<file path="config.mk">
export PLATFORM = sky130hd
export DESIGN_NAME = serial2tcp_stream_loopback
export DESIGN_NICKNAME = d
export VERILOG_FILES = /design/src/rtl/serial2tcp_pkg.sv /design/src/rtl/serial2tcp_sync_fifo.sv /design/src/rtl/serial2tcp_stream_loopback.sv
export SDC_FILE = /design/constraint.sdc
export NUM_CORES = 1
export LEC_CHECK = 0
export BUFFER_PORTS_ARGS = -buffer_cell sky130_fd_sc_hd__clkbuf_2
export CAP_MARGIN = 20
export CORE_MARGIN = 5
export CORE_UTILIZATION = 25
export DETAILED_ROUTE_END_ITERATION = 7
export PLACE_DENSITY = 0.44
export REMOVE_ABC_BUFFERS = 1
export SYNTH_ARGS = -nofsm -noshare
export SYNTH_HDL_FRONTEND = slang
export SYNTH_SLANG_ARGS = --single-unit
export TNS_END_PERCENT = 10
</file>
<file path="constraint.sdc">
create_clock -name sys_clk -period 3.7 [get_ports sys_clk]
set_input_delay 0.555 -clock sys_clk [delete_from_list [all_inputs] [get_ports sys_clk]]
set_output_delay 0.555 -clock sys_clk [all_outputs]
set_load 0.1 [all_outputs]
</file>
<file path="src/rtl/serial2tcp_pkg.sv">
// Shared mode encoding for the serial2tcp loopback block.
package serial2tcp_pkg;

  typedef enum logic [1:0] {
    MODE_LOOPBACK = 2'd0,
    MODE_GENERATE = 2'd1,
    MODE_CHECK    = 2'd2,
    MODE_RESERVED = 2'd3
  } mode_t;

  // The reserved encoding behaves exactly like LOOPBACK.
  function automatic mode_t decode_mode(input logic [1:0] m);
    return (m == 2'd3) ? MODE_LOOPBACK : mode_t'(m);
  endfunction

endpackage

</file>
<file path="src/rtl/serial2tcp_sync_fifo.sv">
// Synchronous FIFO with a registered head word and registered occupancy.
// The head register is loaded with the next word to present, so a word
// pushed into an empty FIFO appears on out_data one edge later.
module serial2tcp_sync_fifo #(
  parameter int DATA_WIDTH = 8,
  parameter int DEPTH      = 16,
  localparam int AW        = $clog2(DEPTH),
  localparam int LW        = $clog2(DEPTH) + 1
) (
  input  logic                  sys_clk,
  input  logic                  sys_rst_n,
  input  logic                  push_valid,
  input  logic [DATA_WIDTH-1:0] push_data,
  output logic                  full,
  output logic                  out_valid,
  input  logic                  out_ready,
  output logic [DATA_WIDTH-1:0] out_data,
  output logic [LW-1:0]         level
);

  logic [DATA_WIDTH-1:0] mem [DEPTH];
  logic [AW-1:0]         wr_ptr;
  logic [AW-1:0]         rd_ptr;
  logic [AW-1:0]         rd_ptr_nxt;
  logic [LW-1:0]         level_nxt;
  logic [DATA_WIDTH-1:0] head_nxt;
  logic                  do_push;
  logic                  do_pop;

  // Full comes from the registered level only, so a pop in the same cycle
  // never makes room for a push.
  assign full       = (level == LW'(DEPTH));
  assign do_push    = push_valid & ~full;
  assign do_pop     = out_valid & out_ready;
  assign rd_ptr_nxt = rd_ptr + AW'(do_pop);
  assign level_nxt  = level + LW'(do_push) - LW'(do_pop);

  // Select the word that will sit on the output after this edge.
  always_comb begin
    head_nxt = out_data;
    if (level_nxt != '0) begin
      if (level == LW'(do_pop)) begin
        head_nxt = push_data;
      end else begin
        head_nxt = mem[rd_ptr_nxt];
      end
    end
  end

  // Storage array, written on every accepted push.
  always_ff @(posedge sys_clk) begin
    if (do_push) begin
      mem[wr_ptr] <= push_data;
    end
  end

  // Pointers, occupancy and the registered head word.
  always_ff @(posedge sys_clk) begin
    if (!sys_rst_n) begin
      wr_ptr    <= '0;
      rd_ptr    <= '0;
      level     <= '0;
      out_valid <= 1'b0;
      out_data  <= '0;
    end else begin
      if (do_push) begin
        wr_ptr <= wr_ptr + AW'(1);
      end
      rd_ptr    <= rd_ptr_nxt;
      level     <= level_nxt;
      out_valid <= (level_nxt != '0);
      out_data  <= head_nxt;
    end
  end

endmodule

</file>
<file path="src/rtl/serial2tcp_stream_loopback.sv">
// Stream loopback for serial2tcp link bring-up: buffers sink beats through a
// FIFO back onto the source, or generates / checks a counter pattern.
//
// Handshake: on both streams a beat transfers on a posedge where valid and
// ready are both high; a valid beat holds its data until it transfers, and
// ready never depends combinationally on the other stream's ready.
module serial2tcp_stream_loopback
  import serial2tcp_pkg::*;
#(
  parameter int DATA_WIDTH = 8,
  parameter int DEPTH      = 16,
  parameter int CNT_WIDTH  = 32,
  parameter int ERR_WIDTH  = 16,
  localparam int LW        = $clog2(DEPTH) + 1
) (
  input  logic                  sys_clk,
  input  logic                  sys_rst_n,
  input  logic [1:0]            mode,
  input  logic                  sink_valid,
  output logic                  sink_ready,
  input  logic [DATA_WIDTH-1:0] sink_data,
  output logic                  source_valid,
  input  logic                  source_ready,
  output logic [DATA_WIDTH-1:0] source_data,
  output logic [1:0]            active_mode,
  output logic [LW-1:0]         level,
  output logic [CNT_WIDTH-1:0]  rx_count,
  output logic [CNT_WIDTH-1:0]  tx_count,
  output logic [ERR_WIDTH-1:0]  err_count
);

  mode_t                 active_q;
  mode_t                 req_mode;
  logic                  switch_pending;
  logic                  run_q;
  logic                  full;
  logic                  push_valid;
  logic [DATA_WIDTH-1:0] push_data;
  logic [DATA_WIDTH-1:0] gen_q;
  logic [DATA_WIDTH-1:0] expect_q;
  logic                  sink_fire;
  logic                  source_fire;
  logic                  gen_push;

  assign req_mode       = decode_mode(mode);
  assign switch_pending = (req_mode != active_q);
  assign active_mode    = active_q;
  assign sink_fire      = sink_valid & sink_ready;
  assign source_fire    = source_valid & source_ready;
  assign gen_push       = (active_q == MODE_GENERATE) & push_valid & ~full;

  // Route the FIFO push side and sink_ready according to the active mode.
  // run_q keeps sink_ready low for the first cycle out of reset.
  always_comb begin
    push_valid = 1'b0;
    push_data  = sink_data;
    sink_ready = 1'b0;
    if (run_q) begin
      case (active_q)
        MODE_GENERATE: begin
          push_valid = ~switch_pending;
          push_data  = gen_q;
          sink_ready = 1'b1;
        end
        MODE_CHECK: begin
          sink_ready = 1'b1;
        end
        default: begin
          push_valid = sink_valid & ~switch_pending;
          sink_ready = ~full & ~switch_pending;
        end
      endcase
    end
  end

  serial2tcp_sync_fifo #(
    .DATA_WIDTH (DATA_WIDTH),
    .DEPTH      (DEPTH)
  ) u_fifo (
    .sys_clk    (sys_clk),
    .sys_rst_n  (sys_rst_n),
    .push_valid (push_valid),
    .push_data  (push_data),
    .full       (full),
    .out_valid  (source_valid),
    .out_ready  (source_ready),
    .out_data   (source_data),
    .level      (level)
  );

  // Mode FSM plus pattern generator and checker; a mode change waits for an
  // empty FIFO so data from the old mode is never mixed with the new one.
  always_ff @(posedge sys_clk) begin
    if (!sys_rst_n) begin
      active_q  <= MODE_LOOPBACK;
      run_q     <= 1'b0;
      gen_q     <= '0;
      expect_q  <= '0;
      err_count <= '0;
    end else begin
      run_q <= 1'b1;
      if (switch_pending && level == '0) begin
        active_q <= req_mode;
        if (req_mode == MODE_GENERATE) gen_q <= '0;
        if (req_mode == MODE_CHECK) expect_q <= '0;
      end
      if (gen_push) begin
        gen_q <= gen_q + DATA_WIDTH'(1);
      end
      if (active_q == MODE_CHECK && sink_fire) begin
        if (sink_data == expect_q) begin
          expect_q <= expect_q + DATA_WIDTH'(1);
        end else begin
          // Resync on the received value so a single dropped beat costs one error.
          expect_q <= sink_data + DATA_WIDTH'(1);
          if (err_count != '1) err_count <= err_count + ERR_WIDTH'(1);
        end
      end
    end
  end

  // Wrapping beat counters for both streams.
  always_ff @(posedge sys_clk) begin
    if (!sys_rst_n) begin
      rx_count <= '0;
      tx_count <= '0;
    end else begin
      rx_count <= rx_count + CNT_WIDTH'(sink_fire);
      tx_count <= tx_count + CNT_WIDTH'(source_fire);
    end
  end

endmodule

</file>
==> results of run 1 <==
[sequential cells by signal, summed over array words and instances (netlist names), 5 cells and up]
name,count
err_count,16
expect_q,8
gen_q,8
rx_count,32
tx_count,32
u_fifo.level,5
u_fifo.mem,128
u_fifo.out_data,8
[cells by family after synthesis]
group | after synthesis
mux | 48
simple gates | 368
compound gates | 104
xor+xnor | 79
flops | 249
buf+inv | 61
fa+ha+maj | 22
[stage by stage]
stage          cell area [µm²]  total power, mW  TNS, ns  hold WS (ns)
2_1_floorplan            10600             4.57   -14.33         0.467
3_3_place_gp             12200             5.11        0         0.465
3_5_place_dp             12200             5.11        0         0.475
4_1_cts                  13100             7.96        0         0.325
5_1_grt                  13100             8.18        0         0.354
6_report                 13100             7.83        0         0.359
[cells in the final DEF (no fill, tap or decap), types with 26 or more instances in the layout]
cell / netlist / final
xnor2_1: 48 / 48
nor2_1: 108 / 108
mux4_2: 26 / 26
nand2_1: 83 / 83
nand4_1: 27 / 27
edfxtp_1: 128 / 128
inv_1: 27 / 27
dfxtp_1: 121 / 121
clkbuf_16: 0 / 29
clkbuf_2: 1 / 110
a21oi_1: 37 / 37
nand3_1: 47 / 47
o21ai_0: 29 / 29
xor2_1: 30 / 30
buf_4: 2 / 28
[worst register-to-register path, stage by stage (launching register included)]
cell and delay (ns):
dfxtp_1 0.37, inv_1 0.08, ha_1 0.20, a41o_1 0.29, o32a_4 0.32, inv_1 0.07
and2_1 0.13, ha_1 0.18, ha_1 0.18, and3_1 0.23, and4_1 0.32, nand3_1 0.22
or3_1 0.37, a21oi_1 0.14
[area by class of cell]
class	count	area, µm²	share of cell area
Clock inverter	6	86.3	0.00659
Multi-Input combinational cell	621	4270	0.326
Tap cell	585	732	0.0559
Timing Repair Buffer	140	801	0.0612
Sequential cell	249	6270	0.479
Clock buffer	45	836	0.0638
Inverter	28	105	0.00803
[metal layers]
layer	up-vias	global-route usage
li1	3681	-
met1	3755	0.164
met2	180	0.194
met3	32	0.0250
met4	0	0.0263
met5	-	0
[path summary, 6_finish.rpt]
path	startpoint	cells past startpoint	slack, ns	to
worst min-delay path	mode[1]	3	0.36	active_mode[0]$_SDFFE_PN0P_
worst min register to register	tx_count[31]$_SDFF_PN0_	2	0.48	tx_count[31]$_SDFF_PN0_
worst max-delay path	u_fifo.level[3]$_SDFF_PN0_	13	0.55	rx_count[28]$_SDFF_PN0_
worst max register to register	u_fifo.level[3]$_SDFF_PN0_	13	0.55	rx_count[28]$_SDFF_PN0_
[power by group through the flow]
stage / sequential (mW) / clock (mW) / combinational, mW
floorplan: 3.64 / 0 / 0.933
global placement: 3.17 / 0 / 1.94
detailed placement: 3.17 / 0 / 1.93
CTS: 3.11 / 2.90 / 1.94
global route: 3.12 / 2.99 / 2.07
finish: 3.11 / 2.81 / 1.91
==> impl_metrics.yaml, run 1 <==
status:
  outcome: "finished, final reports clean"
power_and_ir_drop:
  cellPowerDensity_nw_per_um2: 598
  seqPwrFrac: 0.397
  power_frac_comb: 0.244
  p_clk_frac: 0.359
  switching_power_mw: 2.56
  p_leak_nw: 4.68
  p_sw_frac: 0.327
  p_int_mw: 5.27
  vdd_drop_max_mv: 0.396
drt:
  vias: 7648
  dr.max_layer_used: "met4"
  wl_met1_um: 13200
  wl_per_cell_um: 17.4
  drt_pre_antenna_iters: 5
  viasPerCell: 4.57
  final_antenna_net_count: 0
  route.detailed.drc: 0
  dr.first_iter.drc_count: 499
  wl_met2_um: 13500
  routed-wl-met3_um: 1860
  routed_wl_um: 29100
synthesis:
  ys.flop_type: "edfxtp_1"
  synth_edf_count: 128
  async_reset_ff_frac: 0
  yosys.area_share.simple: 0.168
  synth.distinct_cells: 58
  synth_top_cell_area_share: 0.356
  synth.avg_cell_area_um2: 11.6
  synth_common_cells: "128 x edfxtp_1, 121 x dfxtp_1, 108 x nor2_1, 83 x nand2_1, 48 x xnor2_1"
  synth_top_family_by_area: "simple AND/OR/NAND/NOR gates"
  ys_seq_area_frac: 0.581
  synth.cell_area_um2: 10800
  synth_xor_area_frac: 0.0648
  synth-compound-area-share: 0.0611
  synth_cells: 931
  yosys_register_bits: 249
  synthAdderAreaFrac: 0.0262
  yosysMostFrequentCell: "edfxtp_1"
  yosys_warnings: 0
  netlist_top_cells_area: "edfxtp_1 36%, dfxtp_1 22%, mux4_2 5.4%, xnor2_1 3.9%, nor2_1 3.8%"
  yosysTopAreaCell: "edfxtp_1"
  synth.mux.area_fraction: 0.0755
cts:
  cts.clk_slew.worst_paths_ns: 0.06
  cts_buffers: 29
  clk_latency_ns: 0.55
  cts_root_buffer: "clkbuf_16"
  htreeDepth: 1
  hold_buffers: 0
  ctsResizeCount: 0
  clkSinkCount: 249
  cts_tree: "done"
  cts.path.max_buffers: 3
  postCtsSetupRepairBufs: 0
sta:
  hold_violations: 0
  min_period_over_period: 0.852
  slew_viol_final: 0
  worst_pin_slew_ns: 0.754
  setup_viol: 0
  maxSlewHeadroom: 0.495
  period_needed_ns: 3.15
  max_freq_ghz: 0.317
  fin_skew_ns: 0.0140
  worst_slack_ns: 0.549
  rsz0062_at_grt: "no"
floorplanning:
  die_w_um: 218
  ios: 111
  die_h_um: 218
  die-area_um2: 47400
  design.core.area_um2: 42900
  start_util: 0.251
  placementRows: 76
finish:
  stdcell_count: 1674
  drive_gt1_frac: 0.209
  layout.nets: 1105
  antenna_cells: 0
  syn2layout_area_growth_pct: 21.4
  n_fill_cell: 4378
  postLayoutCoreUtil: 0.305
setup_path:
  crit_family: "simple AND/OR/NAND/NOR gates"
  end_kind: "flip-flop"
  slowest_stage: "dfxtp_1"
  path_buf_inv: 2
  crit_top_cell: "ha_1"
  critPathRequiredTime_ns: 4.18
  cp_max_fo: 7
  critical_path_class: "flip-flop to flip-flop"
  critical-path-max-stage-delay_ns: 0.37
  arrival_ns: 3.63
  startpoint_type: "flip-flop"
  path_cells: "inv_1, ha_1, a41o_1, o32a_4, inv_1, and2_1, ha_1, ha_1, and3_1, and4_1, nand3_1, or3_1, a21oi_1"
placed_design:
  gp_congestion: 0.771
  pre_cts_ws_ns: 0.365
  dp_cells: 1623
  numPortBuffers: 110
  hpwl_um: 20100
global_route:
  grtUsageTotal: 0.119
  grt_pass1_wl_um: 44800
  grt_max_degree: 41
  grt_overflow: 0
  grt_pass1_vias: 7433
  antenna_found_initial: 0
flow_run:
  drv_cap: 0
worst_hold_path:
  hold_class: "primary input to flip-flop"
Note: power is estimated with default switching activity, not from simulation.
==> inputs of run 2 (changes only) <==
- CTS_BUF_LIST: not set -> sky130_fd_sc_hd__clkbuf_8
==> run 2 against run 1 <==
Sequential cell count is the same. Worst hold slack lost 0.043 ns. Sequential share of layout area is essentially flat. Critical endpoint unchanged. Clock-buffer cell count grew 10. Register-to-register slack is essentially flat. Combinational power is essentially flat. Cell area is essentially flat. Die area is the same. First-iteration DRC count grew 11%. Fmax shrank 0.10%. Non-clock buffer count is the same. Final cell count grew 1.9%.
==> impl_metrics.yaml, run 2 (synthesis results as in run 1) <==
setup_path:
  cp_max_fo: 7
  r2r-start: "u_fifo.level[3]$_SDFF_PN0_"
  r2r-end: "rx_count[28]$_SDFF_PN0_"
  slowest_stage: "dfxtp_1"
  end_kind: "flip-flop"
  critical_path_class: "flip-flop to flip-flop"
  arrival_ns: 3.69
  startpoint: "u_fifo.level[3]$_SDFF_PN0_"
  startpoint_type: "flip-flop"
  crit_top_cell: "ha_1"
  critPathRequiredTime_ns: 4.24
  critical-path-max-stage-delay_ns: 0.37
  rr_worst_depth: 13
  crit_family: "simple AND/OR/NAND/NOR gates"
  path_buf_inv: 2
  worstSetupEndpoint: "rx_count[28]$_SDFF_PN0_"
  r2r_slack_ns: 0.55
  path_cells: "inv_1, ha_1, a41o_1, o32a_4, inv_1, and2_1, ha_1, ha_1, and3_1, and4_1, nand3_1, or3_1, a21oi_1"
  cp.depth: 13
worst_hold_path:
  hold-path-cell-count: 3
  hold_class: "primary input to flip-flop"
floorplanning:
  ios: 111
  design.core.area_um2: 42900
  start_util: 0.251
  placementRows: 76
  die-area_um2: 47400
  die_w_um: 218
  die_h_um: 218
cts:
  cts_root_buffer: "clkbuf_8"
  htreeDepth: 2
  postCtsSetupRepairBufs: 0
  hold_buffers: 0
  cts.path.max_buffers: 3
  clk_latency_ns: 0.60
  cts_tree: "done"
  clkSinkCount: 249
  ctsResizeCount: 0
  cts_buffers: 46
  cts.clk_slew.worst_paths_ns: 0.07
finish:
  largest_register_ffs: 128
  postLayoutCoreUtil: 0.305
  reg_top3: "u_fifo.mem (128), rx_count (32), tx_count (32)"
  antenna_cells: 0
  n_fill_cell: 4383
  layout.nets: 1122
  syn2layout_area_growth_pct: 21.5
  layout_common_cells: "128 x edfxtp_1, 121 x dfxtp_1, 110 x clkbuf_2"
  drive_gt1_frac: 0.229
  mostFrequentLayoutCell: "edfxtp_1"
  largest_register: "u_fifo.mem"
placed_design:
  gp_congestion: 0.771
  hpwl_um: 20100
  numPortBuffers: 110
flow_run:
  drv_cap: 0
sta:
  slew_viol_final: 0
  min_period_over_period: 0.853
  fin_skew_ns: 0.0318
  maxSlewHeadroom: 0.502
  rsz0062_at_grt: "no"
  worst_pin_slew_ns: 0.743
  setup_viol: 0
  hold_violations: 0
  max_freq_ghz: 0.317
  period_needed_ns: 3.15
  timing.hold.ws_ns: 0.316
global_route:
  grt_pass1_vias: 7576
  grt_overflow: 0
  antenna_found_initial: 0
  grt_max_degree: 41
  grt_pass1_wl_um: 45100
  grtUsageTotal: 0.122
power_and_ir_drop:
  cellPowerDensity_nw_per_um2: 587
  p_sw_frac: 0.339
  power_frac_comb: 0.248
  vdd_drop_max_mv: 0.251
  switching_power_mw: 2.61
  p_leak_nw: 4.76
  p_clk_frac: 0.348
  p_int_mw: 5.09
  seqPwrFrac: 0.404
drt:
  route.detailed.drc: 0
  vias: 7688
  routed_wl_um: 29300
  dr.first_iter.drc_count: 555
  final_antenna_net_count: 0
  viasPerCell: 4.51
  wl_per_cell_um: 17.2
  drt_pre_antenna_iters: 5
status:
  outcome: "finished, final reports clean"
-- run 2: changes by cell type in the layout (fill, tap and decap cells not counted), moves of 2 or more --
cell | before | now
clkbuf_1 | 11 | 0
clkinv_1 | 1 | 3
clkinv_2 | 1 | 8
inv_1 | 27 | 39
clkbuf_8 | 5 | 55
clkbuf_16 | 29 | 0
-- run 2: worst register-to-register path, stage by stage (launching register included) --
cell	delay, ns
dfxtp_1	0.37
inv_1	0.08
ha_1	0.20
a41o_1	0.29
o32a_4	0.32
inv_1	0.07
and2_1	0.13
ha_1	0.18
ha_1	0.18
and3_1	0.23
and4_1	0.32
nand3_1	0.22
or3_1	0.37
a21oi_1	0.14
-- run 2: power by group through the flow --
stage / Sequential [mW] / Combinational [mW] / Clock (mW)
2_1_floorplan: 3.64 / 0.933 / 0
3_3_place_gp: 3.17 / 1.94 / 0
3_5_place_dp: 3.17 / 1.93 / 0
4_1_cts: 3.11 / 1.94 / 2.80
5_1_grt: 3.12 / 2.07 / 2.91
6_report: 3.11 / 1.91 / 2.67
-- run 2: per-layer routing --
metal | wire length [µm] | GRT usage | up-vias | share of wire
met5 | 0 | 0 | - | 0
met4 | 597 | 0.0348 | 0 | 0.020
met3 | 1930 | 0.0360 | 45 | 0.066
met2 | 13400 | 0.192 | 183 | 0.46
met1 | 13400 | 0.163 | 3754 | 0.46
li1 | - | - | 3706 | -
-- run 2: layout make-up --
cell class              instances  area [µm²]  share of cell area
well taps                     585         732              0.0559
flip-flops and latches        249        6270               0.478
inverters                      28         105             0.00802
clock inverters                27         173              0.0132
multi-input cells             621        4270               0.326
repair buffers                140         801              0.0611
clock buffers                  55         757              0.0578
-- run 2: how the worst min path moves through the flow --
stage | endpoint | slack [ns] | startpoint
after global placement | tx_count[31]$_SDFF_PN0_ | 0.46 | tx_count[31]$_SDFF_PN0_
final | active_mode[0]$_SDFFE_PN0P_ | 0.32 | mode[1]
after CTS | active_mode[0]$_SDFFE_PN0P_ | 0.25 | mode[1]
after floorplan | gen_q[2]$_SDFFE_PN0P_ | 0.47 | gen_q[2]$_SDFFE_PN0P_
after global routing | active_mode[0]$_SDFFE_PN0P_ | 0.28 | mode[1]
after detailed placement | tx_count[31]$_SDFF_PN0_ | 0.47 | tx_count[31]$_SDFF_PN0_
-- run 2: through the flow --
stage,total power [mW],cells,TNS [ns],cell area [µm²],setup WS [ns]
finish,7.69,1705,0,13100,0.545
global route,8.10,1705,0,13100,0.232
CTS,7.86,1705,0,13100,0.511
detailed placement,5.11,1623,0,12200,0.365
global placement,5.11,1623,0,12200,0.434
floorplan,4.57,898,-14.33,10600,-0.811
